File: src/rtl/logic_tt_sequencer.sv
// Truth-table sequencer: walks every input vector of a combinational gate, checks each
// result against EXPECTED and reports pass/err_count/fail_index. Optional capture: TT_CAPTURE_EN.
module logic_tt_sequencer #(
    parameter int                   N_IN     = 2,
    parameter int                   SETTLE   = 1,
    parameter logic [2**N_IN-1:0]   EXPECTED = 4'b1000
) (
    input  logic              clk,
    input  logic              rst_n,
    input  logic              start,
    output logic [N_IN-1:0]   gate_in,
    input  logic              gate_out,
    output logic              busy,
    output logic              done,
    output logic              pass,
    output logic [N_IN:0]     err_count,
    output logic [N_IN-1:0]   fail_index
`ifdef TT_CAPTURE_EN
    ,
    output logic [2**N_IN-1:0] observed_tt
`endif
);

    typedef enum logic [1:0] {
        ST_IDLE  = 2'd0,
        ST_DRIVE = 2'd1,
        ST_DONE  = 2'd2
    } state_t;

    localparam logic [3:0]      SETTLE_C = SETTLE[3:0];
    localparam logic [N_IN-1:0] LAST_V   = {N_IN{1'b1}};
    localparam logic [N_IN-1:0] ZERO_V   = {N_IN{1'b0}};
    localparam logic [N_IN:0]   ERR_ZERO = {(N_IN+1){1'b0}};
    localparam logic [N_IN:0]   ERR_MAX  = {1'b1, {N_IN{1'b0}}};

    state_t            state_q, state_d;
    logic [N_IN-1:0]   gate_in_q, gate_in_d;
    logic [3:0]        cnt_q, cnt_d;
    logic [N_IN:0]     err_count_q, err_count_d;
    logic [N_IN-1:0]   fail_index_q, fail_index_d;
    logic              pass_q, pass_d;
    logic              busy_q, busy_d;
    logic              done_q, done_d;
    logic [2**N_IN-1:0] obs_q, obs_d;

    logic              sample_s;
    logic              mismatch_s;
    logic              last_s;

    assign sample_s   = (state_q == ST_DRIVE) && (cnt_q == SETTLE_C);
    assign mismatch_s = (gate_out != EXPECTED[gate_in_q]);
    assign last_s     = (gate_in_q == LAST_V);

    // State and datapath registers with synchronous active-low reset
    always_ff @(posedge clk) begin
        if (!rst_n) begin
            state_q      <= ST_IDLE;
            gate_in_q    <= ZERO_V;
            cnt_q        <= 4'd0;
            err_count_q  <= ERR_ZERO;
            fail_index_q <= ZERO_V;
            pass_q       <= 1'b0;
            busy_q       <= 1'b0;
            done_q       <= 1'b0;
            obs_q        <= {(2**N_IN){1'b0}};
        end else begin
            state_q      <= state_d;
            gate_in_q    <= gate_in_d;
            cnt_q        <= cnt_d;
            err_count_q  <= err_count_d;
            fail_index_q <= fail_index_d;
            pass_q       <= pass_d;
            busy_q       <= busy_d;
            done_q       <= done_d;
            obs_q        <= obs_d;
        end
    end

    // Next-state logic
    always_comb begin
        state_d = state_q;
        case (state_q)
            ST_IDLE: begin
                if (start) begin
                    state_d = ST_DRIVE;
                end else begin
                    state_d = ST_IDLE;
                end
            end
            ST_DRIVE: begin
                if (sample_s && last_s) begin
                    state_d = ST_DONE;
                end else begin
                    state_d = ST_DRIVE;
                end
            end
            ST_DONE:  state_d = ST_IDLE;
            default:  state_d = ST_IDLE;
        endcase
    end

    // Datapath and registered-output next values
    always_comb begin
        gate_in_d    = gate_in_q;
        cnt_d        = cnt_q;
        err_count_d  = err_count_q;
        fail_index_d = fail_index_q;
        pass_d       = pass_q;
        busy_d       = busy_q;
        done_d       = 1'b0;
        obs_d        = obs_q;
        case (state_q)
            ST_IDLE: begin
                if (start) begin
                    gate_in_d    = ZERO_V;
                    cnt_d        = 4'd0;
                    err_count_d  = ERR_ZERO;
                    fail_index_d = ZERO_V;
                    pass_d       = 1'b0;
                    busy_d       = 1'b1;
                    obs_d        = {(2**N_IN){1'b0}};
                end else begin
                    busy_d = 1'b0;
                end
            end
            ST_DRIVE: begin
                if (sample_s) begin
                    obs_d[gate_in_q] = gate_out;
                    if (mismatch_s) begin
                        // Only the first mismatch of a run is recorded
                        if (err_count_q == ERR_ZERO) begin
                            fail_index_d = gate_in_q;
                        end else begin
                            fail_index_d = fail_index_q;
                        end
                        if (err_count_q != ERR_MAX) begin
                            err_count_d = err_count_q + {{N_IN{1'b0}}, 1'b1};
                        end else begin
                            err_count_d = err_count_q;
                        end
                    end else begin
                        err_count_d = err_count_q;
                    end
                    if (last_s) begin
                        busy_d = 1'b0;
                        done_d = 1'b1;
                        pass_d = (err_count_d == ERR_ZERO);
                    end else begin
                        gate_in_d = gate_in_q + N_IN'(1);
                        cnt_d     = 4'd0;
                    end
                end else begin
                    cnt_d = cnt_q + 4'd1;
                end
            end
            ST_DONE: begin
                busy_d = 1'b0;
            end
            default: begin
                busy_d = 1'b0;
            end
        endcase
    end

    assign gate_in    = gate_in_q;
    assign busy       = busy_q;
    assign done       = done_q;
    assign pass       = pass_q;
    assign err_count  = err_count_q;
    assign fail_index = fail_index_q;
`ifdef TT_CAPTURE_EN
    assign observed_tt = obs_q;
`endif

endmodule
File: config.mk
export PLATFORM = sky130hd
export DESIGN_NAME = logic_tt_sequencer
export DESIGN_NICKNAME = d
export VERILOG_FILES = /design/src/rtl/logic_tt_sequencer.sv
export SDC_FILE = /design/constraint.sdc
export NUM_CORES = 1
export LEC_CHECK = 0
export CORE_UTILIZATION = 24
export CTS_BUF_LIST = sky130_fd_sc_hd__clkbuf_4 sky130_fd_sc_hd__clkbuf_8
export CTS_CLUSTER_DIAMETER = 30
export DETAILED_ROUTE_END_ITERATION = 16
export DONT_BUFFER_PORTS = 1
export MAX_ROUTING_LAYER = met4
export SETUP_SLACK_MARGIN = 0.1
export SYNTH_ARGS = -nofsm -noshare
export SYNTH_HDL_FRONTEND = slang
export SYNTH_SLANG_ARGS = --single-unit
File: constraint.sdc
create_clock -name clk -period 3.8 [get_ports clk]
set_input_delay 0.38 -clock clk [delete_from_list [all_inputs] [get_ports clk]]
set_output_delay 0.38 -clock clk [all_outputs]
set_load 0.005 [all_outputs]
* After elaboration in Yosys (flattened, before gate mapping) *
Index checks and enable logic that the tools add are counted.

cells by class
  order comparisons = 1
  muxes and demuxes = 33
  equal/unequal tests = 12
  reduce and logical (&&, ||, !) cells = 13
  add/subtract/negate cells = 3

operators with widths
  cell                 count
  $mux 3               6
  $mux 2               7
  $mux 4               3
  $pmux 2 s2           3
  $ne 2x2->1 const B   5
  $mux 1               9
  $reduce_and 3->1     3
  $pmux 4 s2           1
  $reduce_and 4->1     2
  $logic_not 3->1      2
  $ne 3x3->1 const B   2
  $pmux 3 s2           1
  $reduce_and 5->1     1
  $add 4x1->4 const B  1
  $eq 4x1->1 const B   1
  $pmux 1 s2           2
  $add 3x1->3 const B  1
  $lt 2x3->1 const B   1
  $add 2x1->2 const B  1
  $bmux 1 s2           1
  $eq 2x1->1 const B   1
  $eq 2x2->1 const B   1
  $logic_and 1x1->1    2
  $logic_not 2->1      1
  4 further kinds      4

word-level totals
  flip-flop bits (word level) = 16
  output and inout port bits = 10
  input port bits = 4

* Longest topological paths before layout *
Gate-level depths: netlist of run 1.

  depth after elaboration = 10
  gate-level depth with buffers = 7
  gate-level depth less buffers = 6

* Worst setup path after synthesis of run 1 *
Ideal clock, no wire load.

  path kind = flip-flop to flip-flop
  start point = reg gate_in_q[0] (netlist: gate_in[0])
  end point = reg fail_index_q[0] (netlist: fail_index[0])
  clock period less this slack = 1.493 ns
  cell stages (with the launch flop) = 7
  setup time = 0.119 ns
  path slack = 2.307 ns
  data arrival time = 1.374 ns
  path through = dfxtp_1 > ha_1 > buf_4 > xor2_2 > nand3b_1 > a21o_1 > mux2i_1

between the ends
  longest elaborated chain between the ends = 5

ends and longest elaborated chain
  item                          line  RTL
  start: declaration            37    logic [N_IN-1:0] gate_in_q, gate_in_d;
  start signal: assignment      68    gate_in_q <= gate_in_d;
  $bmux 1 s2                    51    assign mismatch_s = (gate_out != EXPECTED[gate_in_q]);
  $mux 1 (implied by the code)  51
  $ne 1x1->1                    51
  $ne 2x2->1 (no line)          n/a
  $reduce_and 5->1 (no line)    n/a
  end signal: assignment        71    fail_index_q <= fail_index_d;
  end: declaration              40    logic [N_IN-1:0] fail_index_q, fail_index_d;

Several ways; a longest one is shown, not always the timed one. The select of a mux whose other input is x is not followed.
A chain may end at the register's enable or synchronous reset.

* Worst setup path after layout of run 1 *
Ends and elaborated chain as after synthesis.

==> run_results.csv, run 1 <==
group,metric,value,unit
placement,placedCellCount,139,
status,status,"finished clean",
die,die_y,62.24,um
sta,rsz0062_at_grt,"no",
cts,cts_buffer_depth,2,
sta,tightest_slew,0.3782,ns
placement,numPortBuffers,0,
routing,finalWirelength,1774,um
logic_synthesis,synth_nets,105,
logic_synthesis,netlist_instances,96,
die,num_rows,21,
sta,relSlewSlack,74.76,%
global_route,grt_max_degree,14,
worst_setup_path,critPathLaunchType,"register",
placement,place.gp.congestion,0.8330,
cts,cts_hold_buf,0,
die,core,3416,um2
logic_synthesis,synthTopCellsByArea,"dfxtp_1 37%, ha_1 7.2%, nand2_1 3.9%, nand2b_1 3.6%, inv_1 3.0%",
routing,final_antenna_net_count,0,
sta,fin_setup_tns,0,ns
die,die_area,3873,um2
worst_setup_path,worstSetupPathType,"register to register",
cts,cts_tree,"built",
sta,clock.fmax,0.5488,GHz
die,ios,14,
logic_synthesis,ys_ff_latch,16,
logic_synthesis,avgSynthCellArea,9.071,um2
cells_and_area,final_cells,143,
sta,finalHoldViolCount,0,
sta,final-setup-viol-count,0,
logic_synthesis,synth_edf_count,0,
logic_synthesis,netlist_area,870.8,um2
routing,first_pass_iters,5,
cts,h-tree-depth,1,
logic_synthesis,yosysTopAreaCell,"dfxtp_1",
power_and_ir_drop,p_leak,0.3567,nW
routing,via_per_inst,4.776,
worst_setup_path,worstPathRequired,3.98,ns
global_route,grt_pass1_vias,647,
sta,period_needed,1.822,ns
die,die_w,62.24,um
logic_synthesis,ys.flop_type,"dfxtp_1",
worst_setup_path,path_max_fanout,9,
cts,cts_sinks,16,
routing,vias,683,
placement,placed_area,905.9,um2
routing,drt_iter0_markers,18,
cells_and_area,design_area,942.2,um2
worst_setup_path,critPathArrivalTime,2.00,ns
sta,finClkSkew,0.009619,ns
cts,post_cts.repair.setup_buffers,0,
die,initial_core_util,25.49,%
worst_setup_path,endpoint_kind,"register",
cells_and_area,syn_to_final_growth,8.190,%
routing,drc_errors,0,
placement,dp_hpwl,1322,um
logic_synthesis,synth_seq_area_share,36.78,%
logic_synthesis,ys_warn_count,0,
power_and_ir_drop,power_density,348.3,nW/um2
routing,wire_per_inst,12.41,um
global_route,grt_pass1_wl,3001,um
sta,finalCritPeriodShare,47.95,%
sta,slew_violations,0,
min_path,hold_path.class,"primary input to register",
power_and_ir_drop,ir_drop,0.1412,mV
global_route,track_usage,9.952,%
cts,clkLatencyLatePin,0.30,ns
cells_and_area,nets,107,
cts,cts_resized,0,
global_route,grt_antenna_before_repair,0,
run,maxCapViolCount,0,
logic_synthesis,synth_cell_types,35,
cts,numCtsBuffers,3,
global_route,grt-ovfl-total,0,
cts,path_clk_slew,0.11,ns
cts,ctsRootBufferMaster,"clkbuf_4",
cells_and_area,drive_gt1_share,8.247,%
logic_synthesis,synth_top_area_share,36.78,%
cells_and_area,diodes,0,
logic_synthesis,synth-async-reset-ratio,0,%
[sequential cells by signal, indices dropped and copies added (netlist names)]
| name | flops |
|---|---|
| state_q | 2 |
| done | 1 |
| busy | 1 |
| gate_in | 2 |
| pass | 1 |
| cnt_q | 4 |
| fail_index | 2 |
| err_count | 3 |
[path summary, 6_finish.rpt]
check	startpoint	slack [ns]	end	cells past startpoint
worst max-delay path	gate_in[0]$_SDFFE_PN0P_	1.98	fail_index[0]$_SDFFE_PN0P_	5
worst min-delay path	rst_n	0.22	done$_SDFF_PN0_	2
worst max register to register	gate_in[0]$_SDFFE_PN0P_	1.98	fail_index[0]$_SDFFE_PN0P_	5
worst min register to register	fail_index[1]$_SDFFE_PN0P_	0.50	fail_index[1]$_SDFFE_PN0P_	2
[worst max-delay path, cell delays in order (launching register included)]
cell and delay [ns]:
dfxtp_1 0.43, ha_1 0.42, xor2_2 0.37, nand3b_1 0.13, a21o_1 0.23, mux2i_1 0.13
[layout make-up]
type                       count  area, um2
clock buffer                   4      36.28
inverter                       7      26.28
multi-input combinational     70      501.7
sequential                    16      320.3
fill                         382       2474
tap                           46      57.56
[cell usage after synthesis, types with 2 or more instances]
library cell / count
dfxtp_1: 16
nand2_1: 9
inv_1: 7
ha_1: 5
nand2b_1: 5
a21oi_1: 4
a31oi_1: 4
nand3_1: 4
nor3_1: 4
nor2_1: 3
nor2b_1: 3
a211oi_1: 2
a21o_1: 2
and2_1: 2
mux2i_1: 2
nand3b_1: 2
o21ai_0: 2
o22ai_1: 2
xnor2_1: 2
[through the flow]
stage	power [W]	hold WS [ns]	utilization [%]	setup slack (ns)
finish	0.0003281	0.2199	27.58	1.978
detailed placement	0.0002148	0.4857	26.52	2.007
global route	0.0003454	0.2139	27.58	1.832
global placement	0.0002144	0.4728	26.52	2.046
CTS	0.0003320	0.2136	27.58	1.984
floorplan	0.0002103	0.4545	-	2.307
[where the power goes]
group          leakage, nW  internal (W)  switching (W)
clock network       0.0210     0.0000584      0.0000586
logic                0.206     0.0000150      0.0000190
registers            0.130      0.000172     0.00000538
[per-layer routing]
layer  share of wire (%)  GRT usage (%)
met2                  45          14.84
met1                  46          12.05
met4                 1.1          3.488
met3                 7.8          4.044
met5                   0              -
[cells in the final DEF, fill, tap and decap left out]
cell type | synthesis | layout
nor4_1 | 1 | 1
nand3_1 | 4 | 4
a21o_1 | 2 | 2
o32a_1 | 1 | 1
nand4bb_1 | 1 | 1
and2_1 | 2 | 2
o31ai_1 | 1 | 1
clkbuf_8 | 0 | 1
nand2_1 | 9 | 9
o21a_1 | 1 | 1
xnor2_1 | 2 | 2
ha_1 | 5 | 5
o21ai_0 | 2 | 2
o32ai_2 | 1 | 1
nor3b_4 | 1 | 1
o21bai_1 | 1 | 1
a21oi_1 | 4 | 4
a31oi_1 | 4 | 4
dfxtp_1 | 16 | 16
a211oi_1 | 2 | 2
nor4b_1 | 1 | 1
inv_1 | 7 | 7
nor3_1 | 4 | 4
and2b_1 | 1 | 1
nand4_1 | 1 | 1
nor2b_1 | 3 | 3
nor2_1 | 3 | 3
mux2i_1 | 2 | 2
nand2b_1 | 5 | 5
o22ai_1 | 2 | 2
nand3b_1 | 2 | 2
clkbuf_4 | 0 | 3
xor2_2 | 1 | 1
nand3_4 | 1 | 1
[kinds of logic (layout without fill, tap and decap cells)]
group | after synthesis | in the layout | synth area share [%]
AND/OR/NAND/NOR | 39 | 39 | 27.44
multiplexers | 2 | 2 | 2.299
AO/OA/AOI/OAI | 21 | 21 | 16.81
XOR/XNOR | 3 | 3 | 3.880
buffers and inverters | 10 | 11 | 5.604
flip-flops | 16 | 16 | 36.78
adder cells (fa/ha/maj) | 5 | 5 | 7.184
Power figures use the tool's default switching activity.
==> run 2, diff against run 1 <==
ABC_AREA = 1   (was default)
clock period = 1.8 ns   (was 3.8 ns; I/O delays follow)
==> run_results.csv, run 2 <==
group,metric,value,unit
status,status,"finished clean",
cells_and_area,largest_reg_flops,4,
cells_and_area,final_cell_mix,"37 x nand2_1, 17 x nor2_1, 16 x dfxtp_1",
logic_synthesis,synth_edf_count,0,
logic_synthesis,ys_warn_count,0,
worst_setup_path,crit_top_cell,"nand2_1",
global_route,grt_pass1_wl,3436,um
logic_synthesis,synth_most_common_cell,"nand2_1",
cts,clkLatencyLatePin,0.24,ns
cells_and_area,drive_gt1_share,16.94,%
cts,cts_resized,0,
logic_synthesis,ys_ff_latch,16,
cts,cts_buffer_depth,2,
logic_synthesis,synth_cell_types,19,
cells_and_area,nets,135,
sta,slew_violations,0,
worst_setup_path,crit_buf_inv,1,
logic_synthesis,synth_nets,131,
cts,cts_sinks,16,
worst_setup_path,worstPathRequired,1.97,ns
worst_setup_path,critPathArrivalTime,1.61,ns
run,maxCapViolCount,0,
sta,rsz0062_at_grt,"no",
sta,final-setup-viol-count,0,
power_and_ir_drop,power_density,734.0,nW/um2
sta,tightest_slew,0.4701,ns
sta,finalCritPeriodShare,79.65,%
cts,cts_hold_buf,0,
worst_setup_path,critPathTopFamily,"simple AND/OR/NAND/NOR gates",
worst_setup_path,path_max_fanout,5,
cells_and_area,final_common_cell,"nand2_1",
sta,clock.fmax,0.6975,GHz
sta,finalHoldViolCount,0,
min_path,holdPathStages,2,
logic_synthesis,netlist_area,899.6,um2
worst_setup_path,endpoint_kind,"register",
routing,wire_per_inst,10.82,um
logic_synthesis,netlist_instances,122,
power_and_ir_drop,power,0.0007301,W
power_and_ir_drop,p_leak,0.4226,nW
routing,vias,751,
worst_setup_path,cp_num_cells,9,
logic_synthesis,synth_top_area_share,35.61,%
cts,cts_tree,"built",
cts,ctsRootBufferMaster,"clkbuf_8",
sta,finClkSkew,0.0004997,ns
logic_synthesis,ys.flop_type,"dfxtp_1",
global_route,grt_max_degree,14,
placement,dp_hpwl,1409,um
placement,placedCellCount,167,
logic_synthesis,yosysTopAreaCell,"dfxtp_1",
cells_and_area,top_register,"cnt_q",
placement,placed_area,953.4,um2
routing,via_per_inst,4.418,
routing,final_antenna_net_count,0,
global_route,grt_antenna_before_repair,0,
logic_synthesis,synthTopCellsByCount,"37 x nand2_1, 17 x nor2_1, 16 x dfxtp_1",
logic_synthesis,avgSynthCellArea,7.374,um2
logic_synthesis,synth_seq_area_share,35.61,%
routing,drt_iter0_markers,62,
die,num_rows,21,
cts,post_cts.repair.setup_buffers,0,
worst_setup_path,crit_path_max_incr_delay,0.41,ns
routing,finalWirelength,1839,um
worst_setup_path,cp_cell_sequence,"ha_1 -> inv_2 -> nand2_1 -> nand2_1 -> nand2_1 -> nand2_1 -> nor2_1 -> nand2_1 -> a21oi_1",
cts,h-tree-depth,1,
die,initial_core_util,25.94,%
cells_and_area,final_cells,170,
global_route,grt-ovfl-total,0,
die,die_y,63.23,um
sta,period_needed,1.434,ns
cts,numCtsBuffers,3,
cells_and_area,diodes,0,
logic_synthesis,synthTopCellsByArea,"dfxtp_1 36%, nand2_1 15%, nand2_4 7.5%, nor2_1 7.1%, ha_1 7.0%",
cells_and_area,finish.utilization,28.68,%
global_route,track_usage,11.30,%
sta,relSlewSlack,68.62,%
placement,numPortBuffers,0,
cts,path_clk_slew,0.06,ns
cells_and_area,n_fill_cell,391,
die,die_area,3997,um2
worst_setup_path,crit_slowest_cell,"dfxtp_1",
cells_and_area,syn_to_final_growth,10.57,%
global_route,grt_pass1_vias,786,
worst_setup_path,worstSetupPathType,"register to register",
routing,drc_errors,0,
worst_setup_path,r2r_cells,9,
die,core,3468,um2
cells_and_area,design_area,994.7,um2
die,ios,14,
placement,place.gp.congestion,0.8760,
worst_setup_path,critPathLaunchType,"register",
sta,fin_setup_tns,0,ns
routing,first_pass_iters,4,
logic_synthesis,synth-async-reset-ratio,0,%
min_path,hold_path.class,"primary input to register",
die,die_w,63.23,um
power_and_ir_drop,ir_drop,0.1981,mV
==> run 2: power breakdown <==
part / internal, W / switching (W)
Sequential: 0.000366 / 0.0000119
Clock: 0.000148 / 0.000113
Combinational: 0.0000306 / 0.0000604
Total: 0.000545 / 0.000185
==> run 2: layout make-up <==
type                       count  area (um2)  share of cell area (%)
sequential                    16       320.3                   32.20
inverter                       9       33.78                   3.396
multi-input combinational     96       541.8                   54.47
clock buffer                   3       41.29                   4.151
tap                           46       57.56                   5.786
==> run 2: cells by family after synthesis <==
group	synth area share, %
buf+inv	4.173
fa+ha+maj	6.954
simple gates	41.86
flops	35.61
xor+xnor	0.9738
compound gates	10.43
==> run 2: path summary, 6_finish.rpt <==
kind / from / endpoint / slack (ns)
worst max-delay path: gate_in[0]$_SDFFE_PN0P_ / pass$_SDFFE_PN0P_ / 0.37
worst min-delay path: rst_n / fail_index[0]$_SDFFE_PN0P_ / 0.05
worst max register to register: gate_in[0]$_SDFFE_PN0P_ / pass$_SDFFE_PN0P_ / 0.37
worst min register to register: pass$_SDFFE_PN0P_ / pass$_SDFFE_PN0P_ / 0.49
==> run 2: through the flow <==
stage,worst slack [ns],hold WS [ns]
6_report,0.3662,0.04986
3_5_place_dp,0.3745,0.3067
3_3_place_gp,0.4211,0.3014
5_1_grt,0.1708,0.06619
2_1_floorplan,0.5084,0.3004
4_1_cts,0.3527,0.04730
==> run 2: metal layers <==
metal  up-vias  wire, um  global-route usage [%]
met4         0        16                   5.114
met1       346       822                   12.09
met3         2        92                   3.261
met2        10       908                   19.22
met5         -         0                       -
li1        393         -                       -
==> run 2: worst register-to-register path, stage by stage (launching register included) <==
cell and delay (ns):
dfxtp_1 0.41, ha_1 0.30, inv_2 0.09, nand2_1 0.06, nand2_1 0.09, nand2_1 0.09
nand2_1 0.06, nor2_1 0.10, nand2_1 0.05, a21oi_1 0.11
